**config.mk**
```make
export PLATFORM = sky130hd
export DESIGN_NAME = reg_dump_ctrl
export DESIGN_NICKNAME = d
export VERILOG_FILES = /design/src/rtl/reg_dump_ctrl.sv
export SDC_FILE = /design/constraint.sdc
export NUM_CORES = 1
export LEC_CHECK = 0
export ABC_AREA = 0
export BUFFER_PORTS_ARGS = -buffer_cell sky130_fd_sc_hd__buf_2
export CAP_MARGIN = 20
export CORE_MARGIN = 5
export CORE_UTILIZATION = 30
export DETAILED_ROUTE_END_ITERATION = 8
export SLEW_MARGIN = 5
export SYNTH_ARGS = -nofsm -noshare
export SYNTH_HDL_FRONTEND = slang
export SYNTH_SLANG_ARGS = --single-unit
export TNS_END_PERCENT = 100
```
**constraint.sdc**
```tcl
create_clock -name cpu_clk_75M -period 1.95 [get_ports cpu_clk_75M]
set_clock_uncertainty 0.15 [all_clocks]
set_input_delay 0.2925 -clock cpu_clk_75M [delete_from_list [all_inputs] [get_ports cpu_clk_75M]]
set_output_delay 0.2925 -clock cpu_clk_75M [all_outputs]
set_load 0.02 [all_outputs]
```
**src/rtl/reg_dump_ctrl.sv**
```systemverilog
// Streams the 32-entry register file out as a byte stream: header, r0..r31 MSB first,
// then an XOR checksum of the data bytes. Valid/ready handshake with unbounded stalls.
module reg_dump_ctrl #(
    parameter logic [7:0] HDR_BYTE = 8'hA5
) (
    input  logic        cpu_clk_75M,
    input  logic        cpu_rst_n,
    input  logic        start,
    input  logic        abort,
    output logic [4:0]  debug_addr,
    input  logic [31:0] debug_data,
    output logic [7:0]  out_data,
    output logic        out_valid,
    input  logic        out_ready,
    output logic        busy,
    output logic        done
);

    typedef enum logic [2:0] {
        StIdle,
        StHdr,
        StLoad,
        StSend,
        StCsum
    } state_e;

    state_e      state_q;
    logic [4:0]  index_q;
    logic [31:0] shift_q;
    logic [7:0]  csum_q;
    logic [1:0]  cnt_q;
    logic [7:0]  out_data_q;
    logic        out_valid_q;
    logic        busy_q;
    logic        done_q;

    logic        xfer;
    logic [7:0]  csum_d;
    logic [31:0] shift_d;

    assign xfer    = out_valid_q & out_ready;
    assign csum_d  = csum_q ^ shift_q[31:24];
    assign shift_d = {shift_q[23:0], 8'h00};

    assign debug_addr = index_q;
    assign out_data   = out_data_q;
    assign out_valid  = out_valid_q;
    assign busy       = busy_q;
    assign done       = done_q;

    always_ff @(posedge cpu_clk_75M or negedge cpu_rst_n) begin
        if (!cpu_rst_n) begin
            state_q     <= StIdle;
            index_q     <= 5'd0;
            shift_q     <= 32'd0;
            csum_q      <= 8'd0;
            cnt_q       <= 2'd0;
            out_data_q  <= 8'd0;
            out_valid_q <= 1'b0;
            busy_q      <= 1'b0;
            done_q      <= 1'b0;
        end else begin
            done_q <= 1'b0;
            // Abort wins over any transfer; it is meaningless while idle.
            if (state_q != StIdle && abort) begin
                state_q     <= StIdle;
                out_valid_q <= 1'b0;
                out_data_q  <= 8'd0;
                busy_q      <= 1'b0;
            end else begin
                unique case (state_q)
                    StIdle: begin
                        if (start) begin
                            state_q     <= StHdr;
                            index_q     <= 5'd0;
                            csum_q      <= 8'd0;
                            cnt_q       <= 2'd0;
                            out_valid_q <= 1'b1;
                            out_data_q  <= HDR_BYTE;
                            busy_q      <= 1'b1;
                        end
                    end
                    StHdr: begin
                        if (xfer) begin
                            state_q     <= StLoad;
                            out_valid_q <= 1'b0;
                            out_data_q  <= 8'd0;
                        end
                    end
                    StLoad: begin
                        shift_q     <= debug_data;
                        out_data_q  <= debug_data[31:24];
                        out_valid_q <= 1'b1;
                        state_q     <= StSend;
                    end
                    StSend: begin
                        if (xfer) begin
                            shift_q <= shift_d;
                            csum_q  <= csum_d;
                            cnt_q   <= cnt_q + 2'd1;
                            if (cnt_q == 2'd3) begin
                                if (index_q == 5'd31) begin
                                    state_q    <= StCsum;
                                    out_data_q <= csum_d;
                                end else begin
                                    index_q     <= index_q + 5'd1;
                                    state_q     <= StLoad;
                                    out_valid_q <= 1'b0;
                                    out_data_q  <= 8'd0;
                                end
                            end else begin
                                out_data_q <= shift_q[23:16];
                            end
                        end
                    end
                    StCsum: begin
                        if (xfer) begin
                            state_q     <= StIdle;
                            out_valid_q <= 1'b0;
                            out_data_q  <= 8'd0;
                            busy_q      <= 1'b0;
                            done_q      <= 1'b1;
                        end
                    end
                    default: begin
                        state_q     <= StIdle;
                        out_valid_q <= 1'b0;
                        busy_q      <= 1'b0;
                    end
                endcase
            end
        end
    end

endmodule

```
==> flow_metrics.env, run 1 <==
export IMPL_cts_tree="done"
export IMPL_place_hpwl_um=5950
export IMPL_dieArea_um2=13500
export IMPL_synth_top_area_cell="dfrtp_1"
export IMPL_clkTransAtPathRegs_ns=0.05
export IMPL_fill_cells=1104
export IMPL_vias=2682
export IMPL_crit_arrival_ns=1.95
export IMPL_drt_iter0_drc=109
export IMPL_dieHeight_um=116
export IMPL_cp_start_kind="register"
export IMPL_final_antenna_net_count=0
export IMPL_num_rows=38
export IMPL_endpoint_kind="register"
export IMPL_slew_headroom_pct=67.8
export IMPL_io_pins=53
export IMPL_clkLatencyLatePin_ns=0.33
export IMPL_cts_sinks=61
export IMPL_dieWidth_um=116
export IMPL_cts_buffer_depth=2
export IMPL_hold_path_class="input port to register"
export IMPL_fin_crit_sh_pct=96.7
export IMPL_grt_pass1_wl_um=13800
export IMPL_synthTopCellsByArea="dfrtp_1, mux2i_1, nand2_1"
export IMPL_placed_cells=526
export IMPL_status="complete, no violations"
export IMPL_initial_core_util_pct=31.0
export IMPL_portBuffers=52
export IMPL_synth_edf_count=0
export IMPL_finalWirelength_um=8340
export IMPL_synth_main_ff_cell="dfrtp_1"
export IMPL_syn_nets=372
export IMPL_r2r_cells=6
export IMPL_worstPathRequired_ns=2.01
export IMPL_worstSetupPathType="register to register"
export IMPL_hold_violations=0
export IMPL_ys_seq_area_share_pct=45.1
export IMPL_synthToLayoutAreaGrowth_pct=27.1
export IMPL_power_density_nw_per_um2=1290
export IMPL_finalWeightedCongestion=0.819
export IMPL_drt_pass1_iterations=4
export IMPL_design_power_total_w=0.00555
export IMPL_yosysMostFrequentCell="dfrtp_1"
export IMPL_clockRootBuffer="clkbuf_16"
export IMPL_cpPeakStageDelay_ns=0.40
export IMPL_grt_use_total_pct=13.1
export IMPL_yosys_warnings=0
export IMPL_layout_nets=441
export IMPL_setup_violations_final=0
export IMPL_yosysUniqueCellTypes=46
export IMPL_tightest_slew_ns=0.482
export IMPL_synthArstFlopShare_pct=100
export IMPL_fin_crit_ns=1.89
export IMPL_ys_top_cells_by_count="dfrtp_1, nand2_1, mux2i_1, o21ai_2, nor3b_1"
export IMPL_cts_buffers=9
export IMPL_synth_top_area_share_pct=45.1
export IMPL_synth_seq_cells=61
export IMPL_cp_cell_sequence="buf_12 > nor3_1 > a311oi_4 > buf_4 > nand3_1 > mux2_2"
export IMPL_grt_pass1_vias=2683
export IMPL_maxCapViolCount=0
export IMPL_hold_slack_ns=0.0363
export IMPL_n_antenna_cell=0
export IMPL_drv_slew=0
export IMPL_grt_max_degree=65
export IMPL_syn_mean_instance_area_um2=10.2
export IMPL_wl_per_cell_um=15.3
export IMPL_p_leak_nw=1.99
export IMPL_cp_slowest_cell="dfrtp_1"
export IMPL_grt_overflow_total=0
export IMPL_path_max_fanout=30
export IMPL_fin_cells=544
export IMPL_synth_area_um2=3390
export IMPL_hold_path_depth=3
export IMPL_drc=0
export IMPL_grt_antenna_before_repair=0
export IMPL_h_tree_depth=3
export IMPL_netlist_instances=331
export IMPL_irDropWorstVdd_v=0.000592
export IMPL_drive_gt1_share_pct=32.7
export IMPL_core_um2=10900
export IMPL_viasPerCell=4.93
export IMPL_fmax_mhz=530
worst max-delay path: cells and delay by family (launching register included):
family	cells	cell delay, ns
and+or+nand+nor	2	0.47
DFF	1	0.40
buffers and inverters	2	0.35
muxes	1	0.33
AOI/OAI and AO/OA	1	0.07
layout make-up:
type / count / area [µm²] / area share (%)
Inverter: 3 / 11.3 / 0.262
Sequential cell: 61 / 1530 / 35.5
Clock buffer: 11 / 233 / 5.41
Timing Repair Buffer: 79 / 490 / 11.4
Tap cell: 140 / 175 / 4.07
Multi-Input combinational cell: 246 / 1790 / 41.6
Clock inverter: 4 / 73.8 / 1.72
routing by layer:
metal  vias to the layer above  wire (µm)  track usage, %
met1                      1268       4120            18.9
met3                        13        368            2.90
met5                         -          0               0
li1                       1345          -               -
met4                         0        155            4.95
met2                        56       3700            19.0
power by group:
group | switching, W | total (W) | internal (W)
Combinational | 0.00108 | 0.00195 | 0.000876
Clock | 0.000543 | 0.00165 | 0.00111
Sequential | 0.000302 | 0.00194 | 0.00164
Total | 0.00192 | 0.00555 | 0.00363
registers in the layout (all words and copies together), names as in the netlist:
name,count
cnt_q,2
shift_q,32
busy,1
state_q,3
out_valid,1
done,1
csum_q,8
out_data,8
debug_addr,5
final timing paths:
check / to / startpoint / slack [ns]
max reg2reg: debug_addr[2]$_DFFE_PN0P_ / state_q[1]$_DFFE_PN0P_ / 0.06
max: debug_addr[2]$_DFFE_PN0P_ / state_q[1]$_DFFE_PN0P_ / 0.06
max in group asynchronous: shift_q[17]$_DFFE_PN0P_ / cpu_rst_n / 0.93
min: shift_q[1]$_DFFE_PN0P_ / debug_data[1] / 0.04
min in group asynchronous: done$_DFF_PN0_ / cpu_rst_n / 0.38
min reg2reg: shift_q[7]$_DFFE_PN0P_ / shift_q[7]$_DFFE_PN0P_ / 0.32
placed cells by master (no fill, tap or decap), types with 6 or more instances in the layout:
cell	Yosys	final
nor2_1	8	8
a21oi_1	10	10
a22oi_1	6	6
o21ai_2	20	20
nor2b_1	10	10
buf_2	12	52
o2bb2ai_1	8	8
clkbuf_16	0	9
mux2i_1	26	26
a211o_1	8	7
nor3b_1	15	15
o21ai_1	13	13
dfrtp_1	61	59
nand2_1	49	49
buf_4	2	24
nand3b_1	7	7
xor2_1	8	8
metrics by stage:
step / utilization [%] / setup TNS (ns) / setup slack [ns] / area (µm²)
after floorplan: - / 0 / 0.0223 / 3400
after global placement: 35.7 / 0 / 0.0428 / 3910
after detailed placement: 35.7 / -0.0144 / -0.0144 / 3910
after CTS: 39.0 / 0 / 0.0222 / 4270
after global routing: 39.3 / -0.00647 / -0.00647 / 4300
final: 39.3 / 0 / 0.0639 / 4300
repair_timing:
item	4_1_cts	5_1_grt
resized for setup	7	3
hold endpoints to repair	61	0
setup endpoints to repair	3	15
setup buffers	0	2
pin swaps	3	3
gates cloned	0	0
hold buffers	1	0
cells by family (layout without fill, tap and decap cells):
| group | count (synthesis) | count (layout) | share of synthesized area (%) |
|---|---|---|---|
| simple gates | 113 | 113 | 17.8 |
| compound gates | 92 | 92 | 20.6 |
| flops | 61 | 61 | 45.1 |
| mux | 29 | 29 | 8.68 |
| buf+inv | 24 | 97 | 4.21 |
| xor+xnor | 8 | 8 | 2.07 |
| fa+ha+maj | 4 | 4 | 1.48 |
(Power assumes the default switching activity.)
==> inputs of run 2 (changes only) <==
==> constraint.sdc (replaced) <==
create_clock -name cpu_clk_75M -period 1.95 [get_ports cpu_clk_75M]
set_clock_uncertainty 0.15 [all_clocks]
set_input_delay 0.0975 -clock cpu_clk_75M [delete_from_list [all_inputs] [get_ports cpu_clk_75M]]
set_output_delay 0.0975 -clock cpu_clk_75M [all_outputs]
set_load 0.02 [all_outputs]
==> run 2 against run 1 <==
  * Count of clock-buffer cells in the layout up 1
  * Combinational power hardly changed
  * First-iteration DRC count up 4.6%
  * Non-clock buffer count grew 31
  * Core utilization up 3.1 points
  * Maximum frequency down 0.76%
  * Critical path type unchanged
  * Largest cell class unchanged
==> flow_metrics.env, run 2 (same netlist as run 1, synthesis figures left out) <==
export IMPL_cts_tree="done"
export IMPL_endpoint_kind="register"
export IMPL_status="complete, no violations"
export IMPL_finalWeightedCongestion=0.807
export IMPL_dieWidth_um=116
export IMPL_largest_register_ffs=32
export IMPL_ff2ff_setup_slack_ns=0.05
export IMPL_hp_start="out_ready"
export IMPL_dieHeight_um=116
export IMPL_max_flop_register="shift_q"
export IMPL_core_um2=10900
export IMPL_fmax_mhz=526
export IMPL_hold_violations=0
export IMPL_dieArea_um2=13500
export IMPL_hold_path_class="input port to register"
export IMPL_drc=0
export IMPL_irDropWorstVdd_v=0.000606
export IMPL_worstPathRequired_ns=2.01
export IMPL_r2r_start="debug_addr[1]$_DFFE_PN0P_"
export IMPL_min_to="out_valid$_DFFE_PN0P_"
export IMPL_initial_core_util_pct=31.0
export IMPL_cts_buffers=9
export IMPL_synthToLayoutAreaGrowth_pct=37.1
export IMPL_io_pins=53
export IMPL_worstSetupPathType="register to register"
export IMPL_grt_overflow_total=0
export IMPL_design_power_total_w=0.00562
export IMPL_final_antenna_net_count=0
export IMPL_clkTransAtPathRegs_ns=0.06
export IMPL_grt_max_degree=65
export IMPL_clockRootBuffer="clkbuf_16"
export IMPL_clkLatencyLatePin_ns=0.33
export IMPL_r2r_end="debug_addr[3]$_DFFE_PN0P_"
export IMPL_grt_pass1_wl_um=14400
export IMPL_drt_pass1_iterations=4
export IMPL_layout_nets=472
export IMPL_setup_violations_final=0
export IMPL_grt_pass1_vias=2857
export IMPL_tightest_slew_ns=0.512
export IMPL_p_leak_nw=2.13
export IMPL_wl_per_cell_um=15.0
export IMPL_cp_start_kind="register"
export IMPL_portBuffers=52
export IMPL_viasPerCell=4.88
export IMPL_place_hpwl_um=5980
export IMPL_layout_common_cells="dfrtp_1, buf_2, nand2_1, dlygate4sd3_1, mux2i_1"
export IMPL_hold_path_depth=4
export IMPL_path_max_fanout=3
export IMPL_fin_crit_sh_pct=97.5
export IMPL_finalWirelength_um=8630
export IMPL_layout_commonest_cell="dfrtp_1"
export IMPL_drt_iter0_drc=114
export IMPL_power_density_nw_per_um2=1210
export IMPL_drv_slew=0
export IMPL_r2r_cells=7
export IMPL_post_route_util_pct=42.4
export IMPL_cts_buffer_depth=2
export IMPL_grt_antenna_before_repair=0
export IMPL_num_rows=38
export IMPL_drive_gt1_share_pct=30.7
export IMPL_slew_headroom_pct=65.9
export IMPL_vias=2809
export IMPL_crit_arrival_ns=1.96
export IMPL_cts_sinks=61
export IMPL_n_antenna_cell=0
export IMPL_fin_crit_ns=1.90
export IMPL_maxCapViolCount=0
export IMPL_grt_use_total_pct=13.5
export IMPL_h_tree_depth=3
export IMPL_cp_startpoint="debug_addr[1]$_DFFE_PN0P_"
## run 2: cell types whose count changed in the layout (fill, tap and decap cells not counted), sizes merged
cell	delta
dlygate4sd3	+32
inv	+1
clkbuf	+1
clkinvlp	+2
bufinv	-1
buf	-1
clkinv	-2
## run 2: worst max path at each step
stage          slack (ns)                         to  depth (start not counted)
2_1_floorplan        0.02  debug_addr[3]$_DFFE_PN0P_                          7
3_3_place_gp         0.04  debug_addr[0]$_DFFE_PN0P_                          7
3_5_place_dp        -0.03  debug_addr[3]$_DFFE_PN0P_                          7
4_1_cts            0.0006  debug_addr[3]$_DFFE_PN0P_                          7
5_1_grt             -0.02      csum_q[1]$_DFFE_PN0P_                          5
6_report             0.05  debug_addr[3]$_DFFE_PN0P_                          7
## run 2: area by class of cell
type                       count  area [µm²]
sequential                    61        1530
tap                          140         175
fill                        1066        6290
multi-input combinational    246        1790
clock buffer                  12         267
clock inverter                 4        53.8
timing repair buffer         110         816
inverter                       3        11.3
## run 2: stage by stage
stage                     setup slack [ns]  TNS (ns)  hold slack, ns  std cells  cell area (µm²)
after floorplan                     0.0223         0          -0.348        331             3400
after global placement              0.0379         0         -0.0583        524             3910
after detailed placement           -0.0334   -0.0585         -0.0439        524             3910
after CTS                         0.000589         0          0.0470        573             4590
after global routing               -0.0228   -0.0831          0.0776        576             4640
final                               0.0495         0          0.0594        576             4640
## run 2: what timing repair did
action,4_1_cts,5_1_grt
hold buffers,33,0
setup endpoints to repair,3,14
endpoints found under the hold margin,52,0
pin swaps,2,7
resized for setup,6,5
setup buffers,0,3
## run 2: metal layers
layer	vias up	wire [µm]	GRT usage [%]
li1	1409	-	-
met1	1341	4110	18.3
met2	50	4080	21.4
met3	9	328	3.01
met4	0	104	4.56
met5	-	0	0
## run 2: critical path: stages, from the launching register on
cell and delay, ns:
dfrtp_2 0.42, ha_4 0.16, and3_4 0.18, ha_4 0.15
nand2b_4 0.14, o22ai_4 0.14, nand3_2 0.11, mux2_4 0.32
## run 2: power breakdown
| group | leakage, nW | internal [W] | switching, W |
|---|---|---|---|
| Sequential | 0.799 | 0.00164 | 0.000318 |
| Clock | 0.151 | 0.00110 | 0.000586 |
| Combinational | 1.18 | 0.000904 | 0.00108 |
| Total | 2.13 | 0.00364 | 0.00198 |
==> inputs of run 3 (changes only) <==
Settings changed: CORE_MARGIN 5 to default.
==> run 3 against run 2 <==
  * Total power shrank 3.1%
  * Critical path depth unchanged
  * Critical endpoint unchanged
  * Cell count unchanged
  * Critical path type unchanged
==> flow_metrics.env, run 3 (same netlist as run 1, synthesis figures left out) <==
export IMPL_status="complete, no violations"
export IMPL_maxUsedRoutingLayer="met4"
export IMPL_core_um2=10900
export IMPL_fill_cells=1078
export IMPL_wl_met1_um=3990
export IMPL_cts_tree="done"
export IMPL_clockRootBuffer="clkbuf_16"
export IMPL_clkTransAtPathRegs_ns=0.05
export IMPL_tightest_slew_ns=0.502
export IMPL_cts_sinks=61
export IMPL_dieArea_um2=11700
export IMPL_min_to="out_valid$_DFFE_PN0P_"
export IMPL_largest_register_ffs=32
export IMPL_p_leak_nw=2.12
export IMPL_power_density_nw_per_um2=1190
export IMPL_h_tree_depth=3
export IMPL_cp_cell_sequence="ha_4 > and3_4 > ha_2 > nand2b_4 > o22ai_4 > nand3_2 > mux2_4"
export IMPL_post_route_util_pct=42.0
export IMPL_r2r_end="debug_addr[3]$_DFFE_PN0P_"
export IMPL_drt_iter0_drc=215
export IMPL_io_pins=53
export IMPL_hold_slack_ns=0.0594
export IMPL_cpPeakStageDelay_ns=0.42
export IMPL_hold_violations=0
export IMPL_pre_cts_ws_ns=-0.0233
export IMPL_grt_pass1_vias=2763
export IMPL_initial_core_util_pct=31.0
export IMPL_fin_crit_ns=1.90
export IMPL_drv_slew=0
export IMPL_rsz0062_at_grt="false"
export IMPL_slew_headroom_pct=66.3
export IMPL_cts_buffer_depth=2
export IMPL_grt_antenna_before_repair=0
export IMPL_grt_overflow_total=0
export IMPL_fmax_mhz=526
export IMPL_vias=2829
export IMPL_fin_ws_ns=0.0495
export IMPL_portBuffers=52
export IMPL_r2r_cells=7
export IMPL_worstPathRequired_ns=2.00
export IMPL_drc=0
export IMPL_viasPerCell=4.91
export IMPL_drive_gt1_share_pct=31.0
export IMPL_path_max_fanout=3
export IMPL_design_power_total_w=0.00545
export IMPL_final_antenna_net_count=0
export IMPL_r2r_start="debug_addr[0]$_DFFE_PN0P_"
export IMPL_dieHeight_um=108
export IMPL_ff2ff_setup_slack_ns=0.05
export IMPL_clkLatencyLatePin_ns=0.32
export IMPL_irDropWorstVdd_v=0.000828
export IMPL_hold_path_class="input port to register"
export IMPL_hold_path_depth=4
export IMPL_wl_met2_um=3740
export IMPL_endpoint_kind="register"
export IMPL_max_flop_register="shift_q"
export IMPL_layout_common_cells="dfrtp_1, buf_2, nand2_1, dlygate4sd3_1, mux2i_1"
export IMPL_layout_nets=472
export IMPL_finalWirelength_um=8240
export IMPL_synthToLayoutAreaGrowth_pct=35.6
export IMPL_cp_slowest_cell="dfrtp_2"
export IMPL_hp_start="out_ready"
export IMPL_layout_commonest_cell="dfrtp_1"
export IMPL_grt_pass1_wl_um=13700
export IMPL_crit_arrival_ns=1.95
export IMPL_place_hpwl_um=5580
export IMPL_fin_crit_sh_pct=97.5
export IMPL_wl_met3_um=377
export IMPL_cts_buffers=9
export IMPL_drt_pass1_iterations=4
export IMPL_dieWidth_um=108
export IMPL_maxCapViolCount=0
export IMPL_worstSetupPathType="register to register"
export IMPL_setup_violations_final=0
export IMPL_grt_max_degree=65
export IMPL_cp_start_kind="register"
export IMPL_num_rows=38
export IMPL_n_antenna_cell=0
export IMPL_tns_ns=0
export IMPL_wl_per_cell_um=14.3
export IMPL_finalWeightedCongestion=0.843
export IMPL_grt_use_total_pct=15.2
[run 3: changes by cell type in the layout (fill, tap and decap cells not counted), sizes merged]
cell	before	now
clkinvlp	2	1
bufinv	1	0
clkinv	0	3
clkbuf	12	13
inv	4	2
[run 3: final cells by class]
type	instances	area, µm²	share of cell area [%]
multi-input cells	246	1780	38.8
inverters	3	15.0	0.327
clock inverters	3	18.8	0.409
clock buffers	13	270	5.89
flip-flops and latches	61	1530	33.3
repair buffers	110	803	17.5
well taps	140	175	3.82
[run 3: what timing repair did]
action,4_1_cts,5_1_grt
pin swaps,2,2
hold buffers,33,0
gates resized for setup,8,3
setup buffers,0,2
setup endpoints to repair,3,13
endpoints found under the hold margin,93,0
[run 3: critical path: cells and delay by family (launching register included)]
kind                     cells  cell delay [ns]
AND/OR/NAND/NOR              3             0.43
flip-flops                   1             0.42
adder cells (fa/ha/maj)      2             0.33
multiplexers                 1             0.30
AO/OA/AOI/OAI                1             0.15
[run 3: worst max-delay path by stage]
stage	start	endpoint	slack (ns)	depth (start not counted)
after floorplan	debug_addr[0]$_DFFE_PN0P_	debug_addr[3]$_DFFE_PN0P_	0.02	7
after global placement	debug_addr[0]$_DFFE_PN0P_	debug_addr[2]$_DFFE_PN0P_	0.03	7
after detailed placement	debug_addr[0]$_DFFE_PN0P_	debug_addr[0]$_DFFE_PN0P_	-0.02	7
after CTS	debug_addr[0]$_DFFE_PN0P_	debug_addr[3]$_DFFE_PN0P_	0.007	7
after global routing	state_q[0]$_DFFE_PN0P_	csum_q[2]$_DFFE_PN0P_	0.001	6
final	debug_addr[0]$_DFFE_PN0P_	debug_addr[3]$_DFFE_PN0P_	0.05	7
[run 3: through the flow]
stage / cell area, µm² / std cells
floorplan: 3400 / 331
global placement: 3900 / 525
detailed placement: 3900 / 525
CTS: 4560 / 574
global route: 4590 / 576
finish: 4590 / 576
[run 3: where the power goes]
group | switching (W) | internal, W | leakage, nW
clock network | 0.000538 | 0.000961 | 0.146
logic | 0.00109 | 0.000920 | 1.17
registers | 0.000301 | 0.00164 | 0.799
[run 3: routing by layer]
layer | track usage [%] | vias to the layer above
li1 | - | 1419
met4 | 6.16 | 0
met1 | 21.1 | 1332
met3 | 2.89 | 12
met5 | 0 | -
met2 | 23.0 | 66
